### config.mk
export PLATFORM = sky130hd
export DESIGN_NAME = uart_port_flat
export DESIGN_NICKNAME = d
export VERILOG_FILES = /design/src/rtl/uart_pkg.sv /design/src/rtl/uart_port_if.sv /design/src/rtl/sync_fifo.sv /design/src/rtl/uart_port.sv /design/src/flat_wrapper.sv
export SDC_FILE = /design/constraint.sdc
export NUM_CORES = 1
export LEC_CHECK = 0
export CORE_MARGIN = 5
export CORE_UTILIZATION = 50
export DETAILED_ROUTE_END_ITERATION = 12
export HOLD_SLACK_MARGIN = 0.1
export PLACE_DENSITY = 0.8
export SYNTH_ARGS = -nofsm -noshare
export SYNTH_HDL_FRONTEND = slang
export SYNTH_SLANG_ARGS = --single-unit
### constraint.sdc
create_clock -name clk -period 6.9 [get_ports clk]
set_input_delay 0.69 -clock clk [delete_from_list [all_inputs] [get_ports clk]]
set_output_delay 0.69 -clock clk [all_outputs]
set_load 0.02 [all_outputs]
### src/rtl/uart_pkg.sv
// Shared types and constants for the uart_port peripheral.
//   uart_op_e  : core operation codes on the UART select bus
//   tx/rx state enums for the serial engines
//   ST_*       : bit positions inside the status read word
package uart_pkg;

    localparam int unsigned WORD_W = 32;
    localparam int unsigned BYTE_W = 8;

    typedef enum logic [1:0] {
        UOP_STATUS = 2'd0,
        UOP_TX     = 2'd1,
        UOP_RX     = 2'd2,
        UOP_CLR    = 2'd3
    } uart_op_e;

    typedef enum logic [1:0] {
        TX_IDLE  = 2'd0,
        TX_START = 2'd1,
        TX_DATA  = 2'd2,
        TX_STOP  = 2'd3
    } tx_state_e;

    typedef enum logic [1:0] {
        RX_IDLE  = 2'd0,
        RX_START = 2'd1,
        RX_DATA  = 2'd2,
        RX_STOP  = 2'd3
    } rx_state_e;

    localparam int unsigned ST_TX_BUSY      = 0;
    localparam int unsigned ST_TX_FULL      = 1;
    localparam int unsigned ST_RX_EMPTY     = 2;
    localparam int unsigned ST_RX_OVERRUN   = 3;
    localparam int unsigned ST_RX_FRAME_ERR = 4;
    localparam int unsigned ST_TX_DROP      = 5;
    localparam int unsigned ST_RX_COUNT_LSB = 8;
    localparam int unsigned ST_RX_COUNT_W   = 4;

endpackage

### src/rtl/uart_port_if.sv
// Core-side access bus of the UART peripheral.
//   uart_op  : operation code, valid for one cycle per access
//   data_in  : store data from the core (byte in [7:0])
//   data_out : read word returned in the same cycle
// master = CPU core, slave = uart_port.
interface uart_port_if;
    import uart_pkg::*;

    uart_op_e           uart_op;
    logic [WORD_W-1:0]  data_in;
    logic [WORD_W-1:0]  data_out;

    modport master (output uart_op, output data_in, input data_out);
    modport slave  (input uart_op, input data_in, output data_out);

endinterface

### src/rtl/sync_fifo.sv
// Synchronous FIFO with combinational head output.
//   clk, rst : clock, synchronous active-high reset
//   push/din : write request and data
//   pop      : read request (ignored when empty)
//   flush    : empties the FIFO; wins over push and pop
//   dout     : current head entry
//   full, empty, count : occupancy
// A push while full is accepted only if a pop happens in the same cycle.
module sync_fifo #(
    parameter int unsigned WIDTH = 8,
    parameter int unsigned DEPTH = 4
) (
    input  logic                     clk,
    input  logic                     rst,
    input  logic                     push,
    input  logic                     pop,
    input  logic                     flush,
    input  logic [WIDTH-1:0]         din,
    output logic [WIDTH-1:0]         dout,
    output logic                     full,
    output logic                     empty,
    output logic [$clog2(DEPTH):0]   count
);

    localparam int unsigned AW = $clog2(DEPTH);
    localparam int unsigned CW = AW + 1;

    logic [WIDTH-1:0] mem [DEPTH];
    logic [AW-1:0]    rd_ptr;
    logic [AW-1:0]    wr_ptr;
    logic             do_push;
    logic             do_pop;

    assign empty   = (count == '0);
    assign full    = (count == CW'(DEPTH));
    assign do_pop  = pop && !empty;
    assign do_push = push && (!full || do_pop);
    assign dout    = mem[rd_ptr];

    // Storage array; no reset needed, occupancy is tracked by the pointers.
    always_ff @(posedge clk) begin
        if (do_push && !flush) begin
            mem[wr_ptr] <= din;
        end
    end

    // Pointers wrap naturally because DEPTH is a power of two.
    always_ff @(posedge clk) begin
        if (rst || flush) begin
            rd_ptr <= '0;
            wr_ptr <= '0;
            count  <= '0;
        end else begin
            if (do_push) begin
                wr_ptr <= wr_ptr + AW'(1);
            end
            if (do_pop) begin
                rd_ptr <= rd_ptr + AW'(1);
            end
            if (do_push && !do_pop) begin
                count <= count + CW'(1);
            end else if (do_pop && !do_push) begin
                count <= count - CW'(1);
            end
        end
    end

endmodule

### src/rtl/uart_port.sv
// Memory-mapped 8N1 UART with TX and RX FIFOs.
//   clk, rst : clock, synchronous active-high reset
//   bus      : core access (op code, store data, same-cycle read word)
//   rx       : asynchronous serial input
//   tx       : serial output, idles high
module uart_port
    import uart_pkg::*;
#(
    parameter int unsigned CLKS_PER_BIT = 16,
    parameter int unsigned TX_DEPTH     = 4,
    parameter int unsigned RX_DEPTH     = 8
) (
    input  logic        clk,
    input  logic        rst,
    uart_port_if.slave  bus,
    input  logic        rx,
    output logic        tx
);

    localparam int unsigned BAUD_W    = $clog2(CLKS_PER_BIT);
    localparam int unsigned BAUD_LAST = CLKS_PER_BIT - 1;
    localparam int unsigned HALF_LAST = CLKS_PER_BIT / 2 - 1;
    localparam int unsigned TX_CW     = $clog2(TX_DEPTH) + 1;
    localparam int unsigned RX_CW     = $clog2(RX_DEPTH) + 1;

    // Op decode
    logic op_tx;
    logic op_rx;
    logic op_clr;
    assign op_tx  = (bus.uart_op == UOP_TX);
    assign op_rx  = (bus.uart_op == UOP_RX);
    assign op_clr = (bus.uart_op == UOP_CLR);

    // Only the low byte of store data is meaningful.
    logic data_hi_unused;
    assign data_hi_unused = ^bus.data_in[WORD_W-1:BYTE_W];

    // ---------------- TX side ----------------
    tx_state_e          tx_state;
    logic [BAUD_W-1:0]  tx_cnt;
    logic [2:0]         tx_bit;
    logic [BYTE_W-1:0]  tx_shift;
    logic [BYTE_W-1:0]  tx_head;
    logic               tx_full;
    logic               tx_empty;
    logic [TX_CW-1:0]   tx_count_unused;
    logic               tx_bit_end;
    logic               tx_pop;

    assign tx_bit_end = (tx_cnt == BAUD_W'(BAUD_LAST));
    // A new frame is loaded from IDLE, or back-to-back at the end of STOP.
    assign tx_pop = !tx_empty &&
                    ((tx_state == TX_IDLE) || ((tx_state == TX_STOP) && tx_bit_end));

    sync_fifo #(.WIDTH(BYTE_W), .DEPTH(TX_DEPTH)) u_tx_fifo (
        .clk   (clk),
        .rst   (rst),
        .push  (op_tx),
        .pop   (tx_pop),
        .flush (1'b0),
        .din   (bus.data_in[BYTE_W-1:0]),
        .dout  (tx_head),
        .full  (tx_full),
        .empty (tx_empty),
        .count (tx_count_unused)
    );

    // TX serializer: start bit, 8 data bits LSB first, stop bit.
    always_ff @(posedge clk) begin
        if (rst) begin
            tx_state <= TX_IDLE;
            tx_cnt   <= '0;
            tx_bit   <= '0;
            tx_shift <= '0;
            tx       <= 1'b1;
        end else begin
            unique case (tx_state)
                TX_IDLE: begin
                    tx <= 1'b1;
                    if (tx_pop) begin
                        tx_state <= TX_START;
                        tx_shift <= tx_head;
                        tx_cnt   <= '0;
                        tx       <= 1'b0;
                    end
                end
                TX_START: begin
                    if (tx_bit_end) begin
                        tx_state <= TX_DATA;
                        tx_cnt   <= '0;
                        tx_bit   <= '0;
                        tx       <= tx_shift[0];
                        tx_shift <= {1'b0, tx_shift[BYTE_W-1:1]};
                    end else begin
                        tx_cnt <= tx_cnt + BAUD_W'(1);
                    end
                end
                TX_DATA: begin
                    if (tx_bit_end) begin
                        tx_cnt <= '0;
                        if (tx_bit == 3'd7) begin
                            tx_state <= TX_STOP;
                            tx       <= 1'b1;
                        end else begin
                            tx_bit   <= tx_bit + 3'd1;
                            tx       <= tx_shift[0];
                            tx_shift <= {1'b0, tx_shift[BYTE_W-1:1]};
                        end
                    end else begin
                        tx_cnt <= tx_cnt + BAUD_W'(1);
                    end
                end
                TX_STOP: begin
                    if (tx_bit_end) begin
                        tx_cnt <= '0;
                        if (tx_pop) begin
                            tx_state <= TX_START;
                            tx_shift <= tx_head;
                            tx       <= 1'b0;
                        end else begin
                            tx_state <= TX_IDLE;
                            tx       <= 1'b1;
                        end
                    end else begin
                        tx_cnt <= tx_cnt + BAUD_W'(1);
                    end
                end
                default: begin
                    tx_state <= TX_IDLE;
                    tx       <= 1'b1;
                end
            endcase
        end
    end

    // ---------------- RX side ----------------
    rx_state_e          rx_state;
    logic               rx_s1;
    logic               rx_s2;
    logic               rx_prev;
    logic [BAUD_W-1:0]  rx_cnt;
    logic [2:0]         rx_bit;
    logic [BYTE_W-1:0]  rx_shift;
    logic [BYTE_W-1:0]  rx_head;
    logic               rx_full;
    logic               rx_empty;
    logic [RX_CW-1:0]   rx_count;
    logic               rx_bit_end;
    logic               rx_done_ok;
    logic               rx_done_bad;

    assign rx_bit_end  = (rx_cnt == BAUD_W'(BAUD_LAST));
    assign rx_done_ok  = (rx_state == RX_STOP) && rx_bit_end && rx_s2;
    assign rx_done_bad = (rx_state == RX_STOP) && rx_bit_end && !rx_s2;

    sync_fifo #(.WIDTH(BYTE_W), .DEPTH(RX_DEPTH)) u_rx_fifo (
        .clk   (clk),
        .rst   (rst),
        .push  (rx_done_ok && !op_clr),
        .pop   (op_rx),
        .flush (op_clr),
        .din   (rx_shift),
        .dout  (rx_head),
        .full  (rx_full),
        .empty (rx_empty),
        .count (rx_count)
    );

    // RX deserializer behind a 2-flop synchronizer; samples at bit centres.
    always_ff @(posedge clk) begin
        if (rst) begin
            rx_s1    <= 1'b1;
            rx_s2    <= 1'b1;
            rx_prev  <= 1'b1;
            rx_state <= RX_IDLE;
            rx_cnt   <= '0;
            rx_bit   <= '0;
            rx_shift <= '0;
        end else begin
            rx_s1   <= rx;
            rx_s2   <= rx_s1;
            rx_prev <= rx_s2;
            unique case (rx_state)
                RX_IDLE: begin
                    if (rx_prev && !rx_s2) begin
                        rx_state <= RX_START;
                        rx_cnt   <= '0;
                    end
                end
                RX_START: begin
                    // Half a bit in: a line back high means it was a glitch.
                    if (rx_cnt == BAUD_W'(HALF_LAST)) begin
                        rx_cnt   <= '0;
                        rx_bit   <= '0;
                        rx_state <= rx_s2 ? RX_IDLE : RX_DATA;
                    end else begin
                        rx_cnt <= rx_cnt + BAUD_W'(1);
                    end
                end
                RX_DATA: begin
                    if (rx_bit_end) begin
                        rx_cnt   <= '0;
                        rx_shift <= {rx_s2, rx_shift[BYTE_W-1:1]};
                        if (rx_bit == 3'd7) begin
                            rx_state <= RX_STOP;
                        end else begin
                            rx_bit <= rx_bit + 3'd1;
                        end
                    end else begin
                        rx_cnt <= rx_cnt + BAUD_W'(1);
                    end
                end
                RX_STOP: begin
                    if (rx_bit_end) begin
                        rx_cnt   <= '0;
                        rx_state <= RX_IDLE;
                    end else begin
                        rx_cnt <= rx_cnt + BAUD_W'(1);
                    end
                end
                default: rx_state <= RX_IDLE;
            endcase
        end
    end

    // ---------------- sticky flags ----------------
    logic rx_overrun;
    logic rx_frame_err;
    logic tx_drop;

    // Clear first so a same-cycle event still leaves its flag set.
    always_ff @(posedge clk) begin
        if (rst) begin
            rx_overrun   <= 1'b0;
            rx_frame_err <= 1'b0;
            tx_drop      <= 1'b0;
        end else begin
            if (op_clr) begin
                rx_overrun   <= 1'b0;
                rx_frame_err <= 1'b0;
                tx_drop      <= 1'b0;
            end
            if (rx_done_ok && rx_full && !op_rx && !op_clr) begin
                rx_overrun <= 1'b1;
            end
            if (rx_done_bad) begin
                rx_frame_err <= 1'b1;
            end
            if (op_tx && tx_full && !tx_pop) begin
                tx_drop <= 1'b1;
            end
        end
    end

    // ---------------- read word ----------------
    logic [WORD_W-1:0] status;

    always_comb begin
        status                                      = '0;
        status[ST_TX_BUSY]                          = (tx_state != TX_IDLE);
        status[ST_TX_FULL]                          = tx_full;
        status[ST_RX_EMPTY]                         = rx_empty;
        status[ST_RX_OVERRUN]                       = rx_overrun;
        status[ST_RX_FRAME_ERR]                     = rx_frame_err;
        status[ST_TX_DROP]                          = tx_drop;
        status[ST_RX_COUNT_LSB +: ST_RX_COUNT_W]    = ST_RX_COUNT_W'(rx_count);
    end

    always_comb begin
        bus.data_out = '0;
        unique case (bus.uart_op)
            UOP_STATUS: bus.data_out = status;
            UOP_RX: begin
                if (!rx_empty) begin
                    bus.data_out = WORD_W'({1'b1, rx_head});
                end
            end
            default: bus.data_out = '0;
        endcase
    end

endmodule

### src/flat_wrapper.sv
// flat-port wrapper written by rule: the top's interface ports become plain ports
module uart_port_flat import uart_pkg::*;
#(
    parameter int unsigned CLKS_PER_BIT = 16,
    parameter int unsigned TX_DEPTH     = 4,
    parameter int unsigned RX_DEPTH     = 8
)
  (clk, rst, rx, tx, bus_uart_op, bus_data_in, bus_data_out);
  uart_port_if bus_i ();
  input  logic clk;
  input  logic rst;
  input  logic rx;
  output logic tx;
  input wire logic [$bits(bus_i.uart_op)-1:0] bus_uart_op;
  input wire logic [$bits(bus_i.data_in)-1:0] bus_data_in;
  output wire logic [$bits(bus_i.data_out)-1:0] bus_data_out;
  assign bus_i.uart_op = bus_uart_op;
  assign bus_i.data_in = bus_data_in;
  assign bus_data_out = bus_i.data_out;
  uart_port #(.CLKS_PER_BIT(CLKS_PER_BIT), .TX_DEPTH(TX_DEPTH), .RX_DEPTH(RX_DEPTH)) u_core (.clk(clk), .rst(rst), .bus(bus_i), .rx(rx), .tx(tx));
endmodule
==> results.cfg <==
[cells_and_area]
final_net_count = 597
n_fill_cell = 1075
syn2layout_area_growth_pct = 12.9
drive_gt1_frac = 0.135
seq_area_mm2 = 0.00414
postLayoutCoreUtil = 0.570
multi_input_area_mm2 = 0.00255
n_antenna_cell = 0

[timing]
fmax_mhz = 273
fin_skew_ns = 0.00682
fin_hold_ws_ns = 0.427
grt_setup_unrepaired = no
worstMarginPinSlew_ns = 1.03
layout_min_cycle_time_ns = 3.66
hold_violations = 0
drv_slew = 0
fin_crit_sh = 0.531
fin_setup_tns_ns = 0
setup_viol = 0
max_slew_margin = 0.310

[global_routing]
antenna_found_initial = 0
grt_first_pass_wirelength_um = 20600
grt_pass1_vias = 4076
grt_start_max_net_pins = 50
overflow = 0
track_usage = 0.160

[setup_path]
arrival_ns = 2.97
path_cells = mux4_2 -> mux2i_1 -> o22ai_1 -> clkdlybuf4s50_1
cp_max_fo = 16
start_kind = flip-flop
cp_slowest_cell = dfxtp_1
cp.buffers_inverters = 1
crit_required_ns = 6.21
crit_type = reg2out
path_delay_family = flip-flops
end_kind = primary output
cpPeakStageDelay_ns = 1.00

[routing]
vias_per_cell = 5.58
postRouteAntennaNets = 0
wl_um = 12500
vias = 4073
drt_iter0_drc = 350
firstDrtPassIters = 5
detail_route.wl_per_cell_um = 17.1
drcViolationCount = 0

[power]
p_leak_nw = 2.83
switching_share = 0.271
p_switching_mw = 0.684
clockPowerShare = 0.373
cellInternalPower_mw = 1.84
seqPwrFrac = 0.437
ir_drop_uv = 245
p_comb_frac = 0.190
total_power_mw = 2.52
power_density_mw_per_mm2 = 321

[placement]
place.gp.congestion = 0.810
dpl.hpwl_um = 8370
portBuffers = 25

[logic_synthesis]
synth_edf_count = 96
synth_compound_area_frac = 0.0729
async_flop_share = 0
synth_top_family_by_area = multiplexers
ys_seq_area_frac = 0.596
synthAdderAreaFrac = 0.0435
synth-xor-area-share = 0.0139
synth_area_mm2 = 0.00695
yosys.area_share.simple = 0.0991
ys_types = 60
ys_ff_latch = 159
ys.flop_type = edfxtp_1
syn_area_per_cell_um2 = 13.5
syn_inst = 515
synth_mux_area_frac = 0.127
yosysWarnings = 0

[clocking]
cts_resized = 0
root_buffer = clkbuf_16
numCtsBuffers = 17
clockBufferDepth = 2
h-tree-depth = 4
cts_tree = done
cts.sinks = 159
post_cts_buffers = 0
ctsHoldBuffers = 0
worst_skew_pair.late_latency_ns = 0.42
path_clk_slew_ns = 0.06

[job]
max_cap_violations = 0

[outcome]
status = complete, no violations

[die]
die_y_um = 128
core-area_mm2 = 0.0138
row_count = 43
die_w_um = 128
io-pin-count = 70
start_util = 0.505
dieArea_mm2 = 0.0164

[hold_path]
hp-class = reg2reg
==> registers in the layout, summed over array words and instances, names as in the netlist, 4 cells and up, named ones only <==
signal                  count
u_core.rx_cnt               4
u_core.rx_shift             8
u_core.tx_cnt               4
u_core.tx_shift             8
u_core.u_rx_fifo.count      4
u_core.u_rx_fifo.mem       64
u_core.u_tx_fifo.mem       32
==> cell type report <==
class	instances	share of cell area
Clock buffer	22	0.0591
Clock inverter	10	0.0172
Inverter	12	0.00574
Multi-Input combinational cell	317	0.325
Sequential cell	159	0.528
Tap cell	180	0.0287
Timing Repair Buffer	30	0.0366
==> layer usage <==
layer	global-route usage	wire length [um]	vias to the layer above
li1	-	-	1932
met2	0.265	6170	120
met5	0	0	-
met4	0.0481	126	0
met1	0.204	5450	2006
met3	0.0475	702	15
==> per-stage QoR <==
stage | cell area [um2] | cells | setup WS (ns)
6_report | 7850 | 730 | 3.24
5_1_grt | 7850 | 730 | 2.98
4_1_cts | 7850 | 730 | 3.14
3_5_place_dp | 7250 | 698 | 3.26
3_3_place_gp | 7250 | 698 | 3.28
2_1_floorplan | 7030 | 534 | 4.03
==> layout by cell type (no fill, tap or decap), types with 7 or more instances in the layout <==
cell type / n
a21oi_1: 23
a311oi_1: 11
and2_1: 7
clkbuf_16: 17
clkdlybuf4s50_1: 25
conb_1: 20
dfxtp_1: 63
edfxtp_1: 96
ha_1: 21
inv_1: 12
mux2i_1: 34
mux4_2: 24
nand2_1: 20
nand3_1: 10
nor2_1: 52
nor3_1: 7
o21ai_0: 13
xor2_1: 7
==> power by group through the flow <==
stage | Sequential, mW | Clock, mW | Combinational (mW)
global route | 1.11 | 1.00 | 0.530
floorplan | 1.10 | 0 | 0.424
detailed placement | 1.12 | 0 | 0.474
finish | 1.10 | 0.940 | 0.480
global placement | 1.12 | 0 | 0.448
CTS | 1.10 | 0.952 | 0.479
==> synthesized netlist by cell type (2+ instances only) <==
cell type  number  share of area
edfxtp_1       96           0.41
dfxtp_1        63           0.18
nor2_1         52          0.028
mux2i_1        34          0.049
buf_4          24          0.026
mux4_2         24          0.078
a21oi_1        23          0.017
ha_1           21          0.038
nand2_1        20          0.011
o21ai_0        13         0.0094
inv_1          12         0.0065
a311oi_1       11          0.014
clkbuf_1       11         0.0059
nand3_1        10         0.0072
and2_1          7         0.0063
nor3_1          7         0.0050
xor2_1          7         0.0088
buf_2           6         0.0043
nand2b_1        5         0.0045
or2_2           5         0.0045
nor3b_1         4         0.0043
or3_1           4         0.0036
xnor2_1         4         0.0050
and3b_1         3         0.0038
buf_1           3         0.0016
nand4_1         3         0.0027
a211oi_1        2         0.0022
a21o_1          2         0.0022
a22oi_1         2         0.0022
a41o_1          2         0.0029
a41oi_1         2         0.0025
buf_6           2         0.0032
fa_1            2         0.0058
o221ai_1        2         0.0025
o22ai_1         2         0.0018
==> final timing paths <==
path | cells past startpoint | from | to | slack [ns]
max reg2reg | 12 | u_core.rx_cnt[0]$_SDFFE_PP0N_ | u_core.u_rx_fifo.count[3]$_SDFFE_PP0P_ | 3.78
min reg2reg | 1 | u_core.rx_s1$_SDFF_PP1_ | u_core.rx_s2$_SDFF_PP1_ | 0.43
max | 4 | flip-flop | bus_data_out[2] | 3.24
min | 1 | u_core.rx_s1$_SDFF_PP1_ | u_core.rx_s2$_SDFF_PP1_ | 0.43
==> logic make-up (layout without fill, tap and decap cells) <==
kind of cell,count (synthesis),count (layout)
fa+ha+maj,23,23
simple gates,133,133
other cells,1,20
xor+xnor,11,11
flops,159,159
mux,58,58
buf+inv,58,74
compound gates,72,72
(Power assumes the default switching activity.)
